**config.mk**
```make
export PLATFORM = sky130hd
export DESIGN_NAME = sc_regshifter_exec
export DESIGN_NICKNAME = d
export VERILOG_FILES = /design/src/rtl/sc_regshifter_exec.sv
export SDC_FILE = /design/constraint.sdc
export NUM_CORES = 1
export LEC_CHECK = 0
export BUFFER_PORTS_ARGS = -buffer_cell sky130_fd_sc_hd__buf_2
export CAP_MARGIN = 25
export CORE_UTILIZATION = 45
export DETAILED_ROUTE_END_ITERATION = 6
export PLACE_DENSITY = 0.68
export SKIP_LAST_GASP = 1
export SLEW_MARGIN = 10
export SYNTH_ARGS = -nofsm -noshare
export SYNTH_HDL_FRONTEND = slang
export SYNTH_SLANG_ARGS = --single-unit
```
**constraint.sdc**
```tcl
create_clock -name SC_REGSHIFTEREXEC_CLOCK_50 -period 1.5 [get_ports SC_REGSHIFTEREXEC_CLOCK_50]
set_input_delay 0.15 -clock SC_REGSHIFTEREXEC_CLOCK_50 [delete_from_list [all_inputs] [get_ports SC_REGSHIFTEREXEC_CLOCK_50]]
set_output_delay 0.15 -clock SC_REGSHIFTEREXEC_CLOCK_50 [all_outputs]
set_load 0.005 [all_outputs]
```
**src/rtl/sc_regshifter_exec.sv**
```systemverilog
// Datapath end of the register-shifter control interface: executes clear, load and
// shift commands exactly once per assertion and reports carry, zero, count and errors.
module sc_regshifter_exec #(
  parameter int DATAWIDTH  = 8,
  parameter int COUNTWIDTH = 8
) (
  input  logic                  SC_REGSHIFTEREXEC_CLOCK_50,
  input  logic                  SC_REGSHIFTEREXEC_RESET_InLow,
  input  logic                  SC_REGSHIFTEREXEC_clear_InLow,
  input  logic                  SC_REGSHIFTEREXEC_load_InLow,
  input  logic [1:0]            SC_REGSHIFTEREXEC_shiftselection_In,
  input  logic [DATAWIDTH-1:0]  SC_REGSHIFTEREXEC_data_InBUS,
  input  logic                  SC_REGSHIFTEREXEC_serial_In,
  output logic [DATAWIDTH-1:0]  SC_REGSHIFTEREXEC_data_OutBUS,
  output logic                  SC_REGSHIFTEREXEC_carry_Out,
  output logic                  SC_REGSHIFTEREXEC_zero_Out,
  output logic                  SC_REGSHIFTEREXEC_done_Out,
  output logic [COUNTWIDTH-1:0] SC_REGSHIFTEREXEC_opcount_OutBUS,
  output logic                  SC_REGSHIFTEREXEC_error_Out
);

  typedef enum logic [0:0] {
    ST_IDLE = 1'b0,
    ST_WAIT = 1'b1
  } state_t;

  typedef enum logic [2:0] {
    OP_NONE  = 3'd0,
    OP_CLEAR = 3'd1,
    OP_LOAD  = 3'd2,
    OP_RIGHT = 3'd3,
    OP_LEFT  = 3'd4,
    OP_RSVD  = 3'd5
  } op_t;

  localparam logic [1:0]            SEL_RIGHT = 2'b01;
  localparam logic [1:0]            SEL_LEFT  = 2'b10;
  localparam logic [1:0]            SEL_RSVD  = 2'b00;
  localparam logic [1:0]            SEL_IDLE  = 2'b11;
  localparam logic [COUNTWIDTH-1:0] CNT_ONE   = {{(COUNTWIDTH-1){1'b0}}, 1'b1};

  state_t                  state_r;
  logic [DATAWIDTH-1:0]    data_r;
  logic                    carry_r;
  logic                    done_r;
  logic [COUNTWIDTH-1:0]   opcount_r;
  logic                    error_r;
  logic [3:0]              held_cmd_r;

  logic                    clear_act_s;
  logic                    load_act_s;
  logic                    shift_act_s;
  logic                    cmd_active_s;
  logic                    multi_cmd_s;
  logic [3:0]              cmd_vec_s;
  op_t                     op_s;
  logic                    exec_s;
  logic [DATAWIDTH-1:0]    data_nxt_s;
  logic                    carry_nxt_s;

  assign clear_act_s  = ~SC_REGSHIFTEREXEC_clear_InLow;
  assign load_act_s   = ~SC_REGSHIFTEREXEC_load_InLow;
  assign shift_act_s  = (SC_REGSHIFTEREXEC_shiftselection_In != SEL_IDLE);
  assign cmd_active_s = clear_act_s | load_act_s | shift_act_s;
  assign multi_cmd_s  = (clear_act_s & load_act_s) | (clear_act_s & shift_act_s)
                      | (load_act_s & shift_act_s);
  // Raw command pattern; a change while held in WAIT means a command was dropped.
  assign cmd_vec_s    = {SC_REGSHIFTEREXEC_clear_InLow, SC_REGSHIFTEREXEC_load_InLow,
                         SC_REGSHIFTEREXEC_shiftselection_In};

  // Priority decode: clear > load > shift right > shift left.
  always_comb begin
    op_s = OP_NONE;
    if (clear_act_s) begin
      op_s = OP_CLEAR;
    end else if (load_act_s) begin
      op_s = OP_LOAD;
    end else begin
      case (SC_REGSHIFTEREXEC_shiftselection_In)
        SEL_RIGHT: op_s = OP_RIGHT;
        SEL_LEFT:  op_s = OP_LEFT;
        SEL_RSVD:  op_s = OP_RSVD;
        default:   op_s = OP_NONE;
      endcase
    end
  end

  assign exec_s = (op_s == OP_CLEAR) || (op_s == OP_LOAD)
               || (op_s == OP_RIGHT) || (op_s == OP_LEFT);

  // Next register and carry value for the decoded operation.
  always_comb begin
    data_nxt_s  = data_r;
    carry_nxt_s = carry_r;
    case (op_s)
      OP_CLEAR: begin
        data_nxt_s  = '0;
        carry_nxt_s = 1'b0;
      end
      OP_LOAD: begin
        data_nxt_s  = SC_REGSHIFTEREXEC_data_InBUS;
        carry_nxt_s = carry_r;
      end
      OP_RIGHT: begin
        data_nxt_s  = {SC_REGSHIFTEREXEC_serial_In, data_r[DATAWIDTH-1:1]};
        carry_nxt_s = data_r[0];
      end
      OP_LEFT: begin
        data_nxt_s  = {data_r[DATAWIDTH-2:0], SC_REGSHIFTEREXEC_serial_In};
        carry_nxt_s = data_r[DATAWIDTH-1];
      end
      default: begin
        data_nxt_s  = data_r;
        carry_nxt_s = carry_r;
      end
    endcase
  end

  // Execution guard FSM with the datapath registers it controls.
  always_ff @(posedge SC_REGSHIFTEREXEC_CLOCK_50 or negedge SC_REGSHIFTEREXEC_RESET_InLow) begin
    if (!SC_REGSHIFTEREXEC_RESET_InLow) begin
      state_r    <= ST_IDLE;
      data_r     <= '0;
      carry_r    <= 1'b0;
      done_r     <= 1'b0;
      opcount_r  <= '0;
      error_r    <= 1'b0;
      held_cmd_r <= 4'hF;
    end else begin
      done_r <= 1'b0;
      case (state_r)
        ST_IDLE: begin
          if (cmd_active_s) begin
            state_r    <= ST_WAIT;
            held_cmd_r <= cmd_vec_s;
            if (exec_s) begin
              data_r    <= data_nxt_s;
              carry_r   <= carry_nxt_s;
              opcount_r <= opcount_r + CNT_ONE;
              done_r    <= 1'b1;
            end
            if (multi_cmd_s || (op_s == OP_RSVD)) begin
              error_r <= 1'b1;
            end
          end
        end
        ST_WAIT: begin
          if (!cmd_active_s) begin
            state_r <= ST_IDLE;
          end else begin
            if (cmd_vec_s != held_cmd_r) begin
              error_r <= 1'b1;
            end
            held_cmd_r <= cmd_vec_s;
          end
        end
        default: begin
          state_r <= ST_IDLE;
        end
      endcase
    end
  end

  assign SC_REGSHIFTEREXEC_data_OutBUS    = data_r;
  assign SC_REGSHIFTEREXEC_carry_Out      = carry_r;
  assign SC_REGSHIFTEREXEC_zero_Out       = (data_r == '0);
  assign SC_REGSHIFTEREXEC_done_Out       = done_r;
  assign SC_REGSHIFTEREXEC_opcount_OutBUS = opcount_r;
  assign SC_REGSHIFTEREXEC_error_Out      = error_r;

endmodule

```
==> results_dict.tcl, run 1 <==
set metrics [dict create \
    end_kind "output port" \
    cts-root-buf "clkbuf_4" \
    start_util_pct 49.2 \
    place_area_um2 1480 \
    globalplace.congestion 0.800 \
    port_buffers 34 \
    fin_crit_sh_pct 109 \
    antenna_left 0 \
    finalCriticalPeriod_ns 1.64 \
    crit_path_top_delay_cell "or4_1" \
    vias_per_cell 5.61 \
    final_cell_mix "34 x buf_2, 20 x dfrtp_1, 15 x buf_4" \
    critPathKind "reg2out" \
    ys_seq_elements 24 \
    crit_cells 3 \
    syn-cell-area_um2 1250 \
    post_cts_resized 0 \
    wire_per_inst_um 14.4 \
    num_antenna_cells 0 \
    post-route-cell-area_um2 1600 \
    worstPathArrival_ns 1.49 \
    startpoint_type "flip-flop" \
    clk_latency_ns 0.32 \
    clk_pin_slew_ns 0.15 \
    htreeDepth 1 \
    crit_family "simple AND/OR/NAND/NOR gates" \
    rows 18 \
    die_area_um2 3000 \
    status "complete, but fails checks" \
    numCtsBuffers 3 \
    violations "setup timing" \
    io_pins 35 \
    timing.final.ws_setup_ns -0.140 \
    r2r_slack_ns 0.09 \
    async_flop_share_pct 100 \
    critPathMaxFanout 2 \
    fin_util_pct 62.9 \
    ir_drop_mv 0.711 \
    finalHoldViolCount 0 \
    critPathBufInv 1 \
    grt_pass1_vias 1057 \
    grt_max_degree 25 \
    timing.rr.start "SC_REGSHIFTEREXEC_data_OutBUS[4]$_DFFE_PN0P_" \
    synth_cell_types 32 \
    fp.coreArea_um2 2540 \
    antenna_found_initial 0 \
    multi_input_area_um2 589 \
    wirelength_um 2820 \
    yosysSeqAreaShare_pct 48.4 \
    drv_cap 0 \
    worst_pin_slew_ns 0.551 \
    track_usage_pct 22.2 \
    syn_area_per_cell_um2 10.7 \
    drc 0 \
    startpoint "SC_REGSHIFTEREXEC_data_OutBUS[4]$_DFFE_PN0P_" \
    fp.dieH_um 54.8 \
    ys.flop_type "dfrtp_1" \
    syn_nets 133 \
    setup_viol 1 \
    drt_pass1_iterations 4 \
    setup.worst_path.end "SC_REGSHIFTEREXEC_zero_Out" \
    whs_path_depth 2 \
    worstHoldPathType "in2reg" \
    synth_edf_count 0 \
    max_stage_delay_ns 0.52 \
    power-per-cell-area_nw_per_um2 1030 \
    finalSetupTns_ns -0.140 \
    grt_overflow 0 \
    cts_buffer_depth 2 \
    hpwl_um 2050 \
    drt_iter0_drc 30 \
    r2r_cells 6 \
    slew_headroom_pct 63.3 \
    critPathRequiredTime_ns 1.35 \
    final_common_cell "buf_2" \
    power_uw 1650 \
    crit_chain "or4_1 > nor2_1 > buf_2" \
    vias 1099 \
    nFillCells 232 \
    max_freq_mhz 610 \
    skew_ns 0.0198 \
    synthCells 117 \
    yosys_warnings 0 \
    register_area_um2 606 \
    syn2layout_area_growth_pct 27.8 \
    rsz0062_at_grt "true" \
    cts_tree "done" \
    cts.sinks 24 \
    nets 183 \
    die_x_um 54.8 \
    r2r_end "SC_REGSHIFTEREXEC_data_OutBUS[3]$_DFFE_PN0P_" \
    p_leak_uw 0.000801 \
    slew_viol_final 0 \
    grt_pass1_wl_um 4720 \
    drive_above_1_share_pct 41.0 \
]
==> flip-flops by register name, indices dropped and copies added (netlist names) <==
signal and cells:
SC_REGSHIFTEREXEC_error_Out 1, state_r 1, SC_REGSHIFTEREXEC_done_Out 1, SC_REGSHIFTEREXEC_carry_Out 1
SC_REGSHIFTEREXEC_opcount_OutBUS 8, SC_REGSHIFTEREXEC_data_OutBUS 8, held_cmd_r 4
==> cells by family (layout without fill, tap and decap cells) <==
family                   count (synthesis)  count (layout)  synth area share (%)
AO/OA/AOI/OAI                           27              27                  17.7
XOR/XNOR                                11              11                  7.69
adder cells (fa/ha/maj)                  2               2                  1.80
buffers and inverters                   11              60                  4.59
flip-flops                              24              24                  48.4
multiplexers                             1               1                 0.899
AND/OR/NAND/NOR                         41              41                  19.0
==> stage by stage <==
step                std cells  hold slack (ns)  setup WS, ns
finish                    196           0.0832        -0.140
global route              196           0.0667        -0.210
CTS                       192           0.0743        -0.153
detailed placement        183            0.167         0.138
global placement          183            0.157         0.171
floorplan                 117           -0.146         0.266
==> synth_stat cells (all sizes together) (2+ instances only) <==
master / count / area (um2)
dfstp: 4 / 105
buf: 5 / 35.0
nor3: 4 / 30.0
or4: 2 / 15.0
inv: 6 / 22.5
a222oi: 2 / 20.0
xnor2: 7 / 61.3
and3: 5 / 31.3
dfrtp: 20 / 500
a221oi: 6 / 52.6
nand3: 3 / 15.0
nand4: 5 / 31.3
o31a: 4 / 35.0
xor2: 4 / 35.0
o21ai: 9 / 45.0
and2: 4 / 25.0
nand2: 15 / 58.8
nor2b: 2 / 27.5
==> layout make-up <==
class	count	share of cell area [%]
clock buffer	3	1.41
clock inverter	1	1.88
inverter	6	1.41
multi-input combinational	82	36.8
sequential	24	37.8
tap	30	2.35
timing repair buffer	50	18.3
==> per-layer routing <==
metal | GRT usage [%] | share of wire (%)
met1 | 29.3 | 45
met2 | 36.5 | 47
met3 | 3.06 | 6.5
met4 | 8.12 | 1.3
met5 | 0 | 0
==> worst reg2reg max path, cell delays in order (launching register included) <==
cell and delay [ns]:
dfrtp_1 0.41, buf_4 0.13, buf_4 0.13, and2_1 0.16, and2_1 0.16, a221oi_1 0.21, o21ai_0 0.11
==> worst min path at each step <==
stage,to,startpoint,slack (ns)
2_1_floorplan,SC_REGSHIFTEREXEC_carry_Out$_DFFE_PN0P_,SC_REGSHIFTEREXEC_RESET_InLow,-0.15
3_3_place_gp,SC_REGSHIFTEREXEC_error_Out$_DFFE_PN0P_,SC_REGSHIFTEREXEC_RESET_InLow,0.16
3_5_place_dp,SC_REGSHIFTEREXEC_error_Out$_DFFE_PN0P_,SC_REGSHIFTEREXEC_RESET_InLow,0.17
4_1_cts,held_cmd_r[1]$_DFFE_PN1N_,SC_REGSHIFTEREXEC_shiftselection_In[1],0.07
5_1_grt,held_cmd_r[1]$_DFFE_PN1N_,SC_REGSHIFTEREXEC_shiftselection_In[1],0.07
6_report,held_cmd_r[1]$_DFFE_PN1N_,SC_REGSHIFTEREXEC_shiftselection_In[1],0.08
==> report_power, final <==
group | switching (uW) | internal [uW] | total, uW
combinational | 177 | 190 | 366
sequential | 90.6 | 725 | 815
clock | 198 | 270 | 468
==> repair_timing <==
item,CTS,global route
buffers inserted,4,4
gates cloned,0,0
hold endpoints to repair,20,0
pin swaps,2,1
endpoints found under the setup margin,1,1
hold buffers,1,0
Power figures use the tool's default switching activity.
==> run 2, diff against run 1 <==
--- a/config.mk
+++ b/config.mk
@@ -5,11 +5,13 @@
 export SDC_FILE = /design/constraint.sdc
 export NUM_CORES = 1
 export LEC_CHECK = 0
+export ABC_AREA = 1
 export BUFFER_PORTS_ARGS = -buffer_cell sky130_fd_sc_hd__buf_2
 export CAP_MARGIN = 25
 export CORE_UTILIZATION = 45
+export CTS_CLUSTER_SIZE = 30
 export DETAILED_ROUTE_END_ITERATION = 6
-export PLACE_DENSITY = 0.68
+export PLACE_DENSITY = 0.67
 export SKIP_LAST_GASP = 1
 export SLEW_MARGIN = 10
 export SYNTH_ARGS = -nofsm -noshare
==> results_dict.tcl, run 2 <==
set metrics [dict create \
    status "complete, but fails checks" \
    violations "DRC" \
    vias_per_cell 5.23 \
    fin_util_pct 59.2 \
    yosysTopAreaCell "dfrtp_1" \
    synthCells 192 \
    startpoint_type "flip-flop" \
    worstHoldPathType "in2reg" \
    finalHoldViolCount 0 \
    synth_cell_types 25 \
    crit_path_top_delay_cell "dfrtp_1" \
    slew_viol_final 0 \
    synth_common_cells "86 x nand2_1, 31 x nand3_1, 20 x dfrtp_1" \
    clk_pin_slew_ns 0.14 \
    cts-root-buf "clkbuf_4" \
    synth_area_leaders "dfrtp_1 36%, nand2_1 23%, nand3_1 11%" \
    rows 19 \
    grt_overflow 0 \
    critPathMaxFanout 2 \
    yosysSeqAreaShare_pct 43.7 \
    multi_input_area_um2 693 \
    grt_pass1_wl_um 5360 \
    met2_length_um 1540 \
    fin_crit_sh_pct 96.4 \
    syn_area_per_cell_um2 7.21 \
    worstPathArrival_ns 1.30 \
    antenna_left 0 \
    grt_pass1_vias 1199 \
    fp.dieH_um 57.5 \
    critPathKind "reg2out" \
    dr.max_layer_used "met4" \
    max_freq_mhz 692 \
    skew_ns 0.00318 \
    ir_drop_mv 0.609 \
    syn_nets 208 \
    worst_pin_slew_ns 0.541 \
    dpl.cell_count 256 \
    hold_ws_ns 0.0831 \
    instances_no_fill 264 \
    power_uw 1630 \
    drv_cap 0 \
    netlist.area_leader.share_pct 36.1 \
    finalSetupTns_ns 0 \
    wirelength_um 3200 \
    final_cell_mix "86 x nand2_1, 34 x buf_2, 31 x nand3_1" \
    cts_tree "done" \
    drive_above_1_share_pct 24.0 \
    setup_viol 0 \
    start_util_pct 49.0 \
    syn-cell-area_um2 1390 \
    async_flop_share_pct 100 \
    cts_buffer_depth 2 \
    cts.sinks 24 \
    htreeDepth 1 \
    synth.most_common_cell "nand2_1" \
    grt_max_degree 25 \
    dr_wl_met3_um 170 \
    syn2layout_area_growth_pct 21.0 \
    drt_pass1_iterations 6 \
    final_common_cell "nand2_1" \
    ys.flop_type "dfrtp_1" \
    nets 250 \
    hpwl_um 2260 \
    rsz0062_at_grt "false" \
    track_usage_pct 21.1 \
    drt_iter0_drc 57 \
    die_x_um 57.5 \
    critPathRequiredTime_ns 1.35 \
    slew_headroom_pct 63.9 \
    drc 2 \
    die_area_um2 3300 \
    finalCriticalPeriod_ns 1.45 \
    synth_edf_count 0 \
    p_leak_uw 0.000976 \
    yosys_warnings 0 \
    max_stage_delay_ns 0.42 \
    numCtsBuffers 3 \
    globalplace.congestion 0.785 \
    post_cts_resized 0 \
    end_kind "output port" \
    crit_chain "nor4_1 > and2_1 > buf_2" \
    power-per-cell-area_nw_per_um2 976 \
    io_pins 35 \
    clk_latency_ns 0.32 \
    antenna_found_initial 0 \
    nFillCells 287 \
    ys_seq_elements 24 \
    wirelength_met1_um 1450 \
    vias 1380 \
    register_area_um2 606 \
    fp.coreArea_um2 2830 \
    port_buffers 34 \
    wire_per_inst_um 12.1 \
    num_antenna_cells 0 \
]
## run 2: worst max-delay path: cells and delay by family (launching register included)
family | cells | cell delay (ns)
buffers and inverters | 1 | 0.10
AND/OR/NAND/NOR | 2 | 0.46
flip-flops | 1 | 0.42
## run 2: area by class of cell
cell class / count / share of cell area [%]
Inverter: 16 / 3.58
Clock buffer: 3 / 1.34
Timing Repair Buffer: 41 / 13.4
Tap cell: 31 / 2.32
Sequential cell: 24 / 36.1
Clock inverter: 1 / 1.79
Multi-Input combinational cell: 148 / 41.4
## run 2: metal layers
layer	vias to the layer above	GRT usage [%]
met3	4	2.04
met5	-	0
met1	642	29.1
met2	43	34.7
li1	691	-
met4	0	7.32
## run 2: power by group
group / internal, uW / switching (uW)
clock network: 270 / 206
registers: 722 / 83.1
logic: 164 / 190
total: 1160 / 479
## run 2: logic make-up (layout without fill, tap and decap cells)
group	after synthesis	after routing	share of synthesized area (%)
xor+xnor	4	4	2.53
flops	24	24	43.7
buf+inv	20	61	6.23
fa+ha+maj	1	1	0.903
compound gates	9	9	4.52
simple gates	134	134	42.1
## run 2: through the flow
| step | instance area (um2) | setup slack (ns) |
|---|---|---|
| after floorplan | 1390 | 0.355 |
| after global placement | 1590 | 0.339 |
| after detailed placement | 1590 | 0.250 |
| after CTS | 1660 | 0.0211 |
| after global routing | 1680 | 0.00925 |
| final | 1680 | 0.0541 |
## run 2: timing repair
item,4_1_cts,5_1_grt
gates cloned,0,0
hold endpoints to repair,20,0
endpoints found under the setup margin,1,1
buffers inserted,1,2
hold buffers,1,0
## run 2: final timing paths
check | from | endpoint | slack [ns] | cells after the start
max in group asynchronous | SC_REGSHIFTEREXEC_RESET_InLow | held_cmd_r[2]$_DFFE_PN1N_ | 0.81 | 2
setup reg to reg | SC_REGSHIFTEREXEC_opcount_OutBUS[0]$_DFFE_PN0P_ | SC_REGSHIFTEREXEC_opcount_OutBUS[6]$_DFFE_PN0P_ | 0.24 | 6
hold / removal | SC_REGSHIFTEREXEC_load_InLow | held_cmd_r[3]$_DFFE_PN1N_ | 0.08 | 2
min in group asynchronous | SC_REGSHIFTEREXEC_RESET_InLow | SC_REGSHIFTEREXEC_data_OutBUS[0]$_DFFE_PN0P_ | 0.33 | 2
hold reg to reg | SC_REGSHIFTEREXEC_error_Out$_DFFE_PN0P_ | SC_REGSHIFTEREXEC_error_Out$_DFFE_PN0P_ | 0.48 | 2
setup / recovery | SC_REGSHIFTEREXEC_data_OutBUS[6]$_DFFE_PN0P_ | SC_REGSHIFTEREXEC_zero_Out | 0.05 | 3
==> run 3, diff against run 2 <==
--- a/config.mk
+++ b/config.mk
@@ -11,6 +11,7 @@
 export CORE_UTILIZATION = 45
 export CTS_CLUSTER_SIZE = 30
 export DETAILED_ROUTE_END_ITERATION = 6
+export GPL_TIMING_DRIVEN = 0
 export PLACE_DENSITY = 0.67
 export SKIP_LAST_GASP = 1
 export SLEW_MARGIN = 10
==> results_dict.tcl, run 3 (synthesized netlist as in run 2, its figures left out) <==
set metrics [dict create \
    dpl.cell_count 257 \
    htreeDepth 1 \
    die_x_um 57.5 \
    max_freq_mhz 684 \
    worstPathArrival_ns 1.31 \
    worst_pin_slew_ns 0.589 \
    startpoint_type "flip-flop" \
    holdPathEnd "held_cmd_r[3]$_DFFE_PN1N_" \
    grt_pass1_wl_um 5320 \
    finalHoldViolCount 0 \
    post_cts_resized 0 \
    timing.rr.start "SC_REGSHIFTEREXEC_opcount_OutBUS[0]$_DFFE_PN0P_" \
    hpwl_um 2270 \
    cts_buffer_depth 2 \
    register_area_um2 606 \
    critPathRequiredTime_ns 1.35 \
    ir_drop_mv 0.528 \
    fp.coreArea_um2 2830 \
    worstHoldPathType "in2reg" \
    die_area_um2 3300 \
    nets 250 \
    io_pins 35 \
    power-per-cell-area_nw_per_um2 873 \
    slew_headroom_pct 60.6 \
    start_util_pct 49.0 \
    cts-root-buf "clkbuf_4" \
    finalSetupTns_ns 0 \
    grt_pass1_vias 1239 \
    fp.dieH_um 57.5 \
    drv_cap 0 \
    whs_path_depth 2 \
    track_usage_pct 20.7 \
    nFillCells 277 \
    final_cell_mix "86 x nand2_1, 34 x buf_2, 31 x nand3_1" \
    grt_max_degree 25 \
    post-route-cell-area_um2 1640 \
    slew_viol_final 0 \
    wirelength_um 3200 \
    status "complete, but fails checks" \
    fin_crit_sh_pct 97.4 \
    instances_no_fill 263 \
    numCtsBuffers 3 \
    finalCriticalPeriod_ns 1.46 \
    clk_pin_slew_ns 0.13 \
    r2r_slack_ns 0.24 \
    r2r_end "SC_REGSHIFTEREXEC_opcount_OutBUS[6]$_DFFE_PN0P_" \
    critPathKind "reg2out" \
    final_common_cell "nand2_1" \
    p_leak_uw 0.000955 \
    setup_viol 0 \
    grt_overflow 0 \
    wire_per_inst_um 12.1 \
    place_area_um2 1590 \
    drc 2 \
    drive_above_1_share_pct 22.8 \
    skew_ns 0.00234 \
    vias_per_cell 5.10 \
    violations "DRC" \
    critPathMaxFanout 4 \
    end_kind "output port" \
    antenna_left 0 \
    cts.sinks 24 \
    power_uw 1430 \
    num_antenna_cells 0 \
    globalplace.congestion 0.837 \
    port_buffers 34 \
    clk_latency_ns 0.31 \
    antenna_found_initial 0 \
    syn2layout_area_growth_pct 18.5 \
    cts_tree "done" \
    multi_input_area_um2 693 \
    vias 1342 \
    drt_iter0_drc 80 \
    r2r_cells 6 \
    worstHoldStart "SC_REGSHIFTEREXEC_load_InLow" \
    rsz0062_at_grt "false" \
    rows 19 \
    drt_pass1_iterations 6 \
]
==> run 3: final cells by class <==
| cell class | count | area share, % |
|---|---|---|
| multi-input combinational | 148 | 42.2 |
| sequential | 24 | 36.9 |
| buffer | 4 | 1.60 |
| tap | 31 | 2.36 |
| inverter | 16 | 3.66 |
| timing repair buffer | 37 | 11.9 |
| clock buffer | 3 | 1.37 |
==> run 3: layer usage <==
metal  GRT usage [%]  vias to the layer above  part of all wire (%)
li1                -                      691                     -
met3            2.27                        2                   4.3
met4            6.62                        0                  0.53
met5               0                        -                     0
met1            29.0                      614                    48
met2            33.7                       35                    47
==> run 3: worst max-delay path: stages, from the launching register on <==
cell and delay (ns):
dfrtp_1 0.43, nor4_1 0.31, and2_1 0.16, buf_2 0.10
==> run 3: power by group <==
group	internal (uW)	switching (uW)	leakage, uW
clock	93.8	187	0.0000138
sequential	722	86.3	0.000303
combinational	158	186	0.000639
==> run 3: through the flow <==
step / hold WS, ns / setup WS (ns) / util, %
finish: 0.0976 / 0.0386 / 58.0
CTS: 0.0825 / 0.0170 / 57.5
global route: 0.0946 / 0.00208 / 58.0
global placement: 0.165 / 0.291 / 56.3
floorplan: -0.146 / 0.355 / -
detailed placement: 0.173 / 0.238 / 56.3
==> run 3: worst max-delay path by stage <==
stage               slack (ns)                                             from  depth (start not counted)                                         endpoint
floorplan                 0.36  SC_REGSHIFTEREXEC_opcount_OutBUS[0]$_DFFE_PN0P_                          6  SC_REGSHIFTEREXEC_opcount_OutBUS[6]$_DFFE_PN0P_
global placement          0.29                    SC_REGSHIFTEREXEC_clear_InLow                          7     SC_REGSHIFTEREXEC_data_OutBUS[4]$_DFFE_PN0P_
detailed placement        0.24                    SC_REGSHIFTEREXEC_clear_InLow                          7     SC_REGSHIFTEREXEC_data_OutBUS[1]$_DFFE_PN0P_
CTS                       0.02     SC_REGSHIFTEREXEC_data_OutBUS[6]$_DFFE_PN0P_                          3                       SC_REGSHIFTEREXEC_zero_Out
global route             0.002     SC_REGSHIFTEREXEC_data_OutBUS[4]$_DFFE_PN0P_                          3                       SC_REGSHIFTEREXEC_zero_Out
finish                    0.04     SC_REGSHIFTEREXEC_data_OutBUS[6]$_DFFE_PN0P_                          3                       SC_REGSHIFTEREXEC_zero_Out
==> run 3: timing repair <==
item | CTS | global route
endpoints found under the hold margin | 20 | 0
setup endpoints to repair | 0 | 1
setup buffers | 0 | 2
hold buffers | 1 | 0
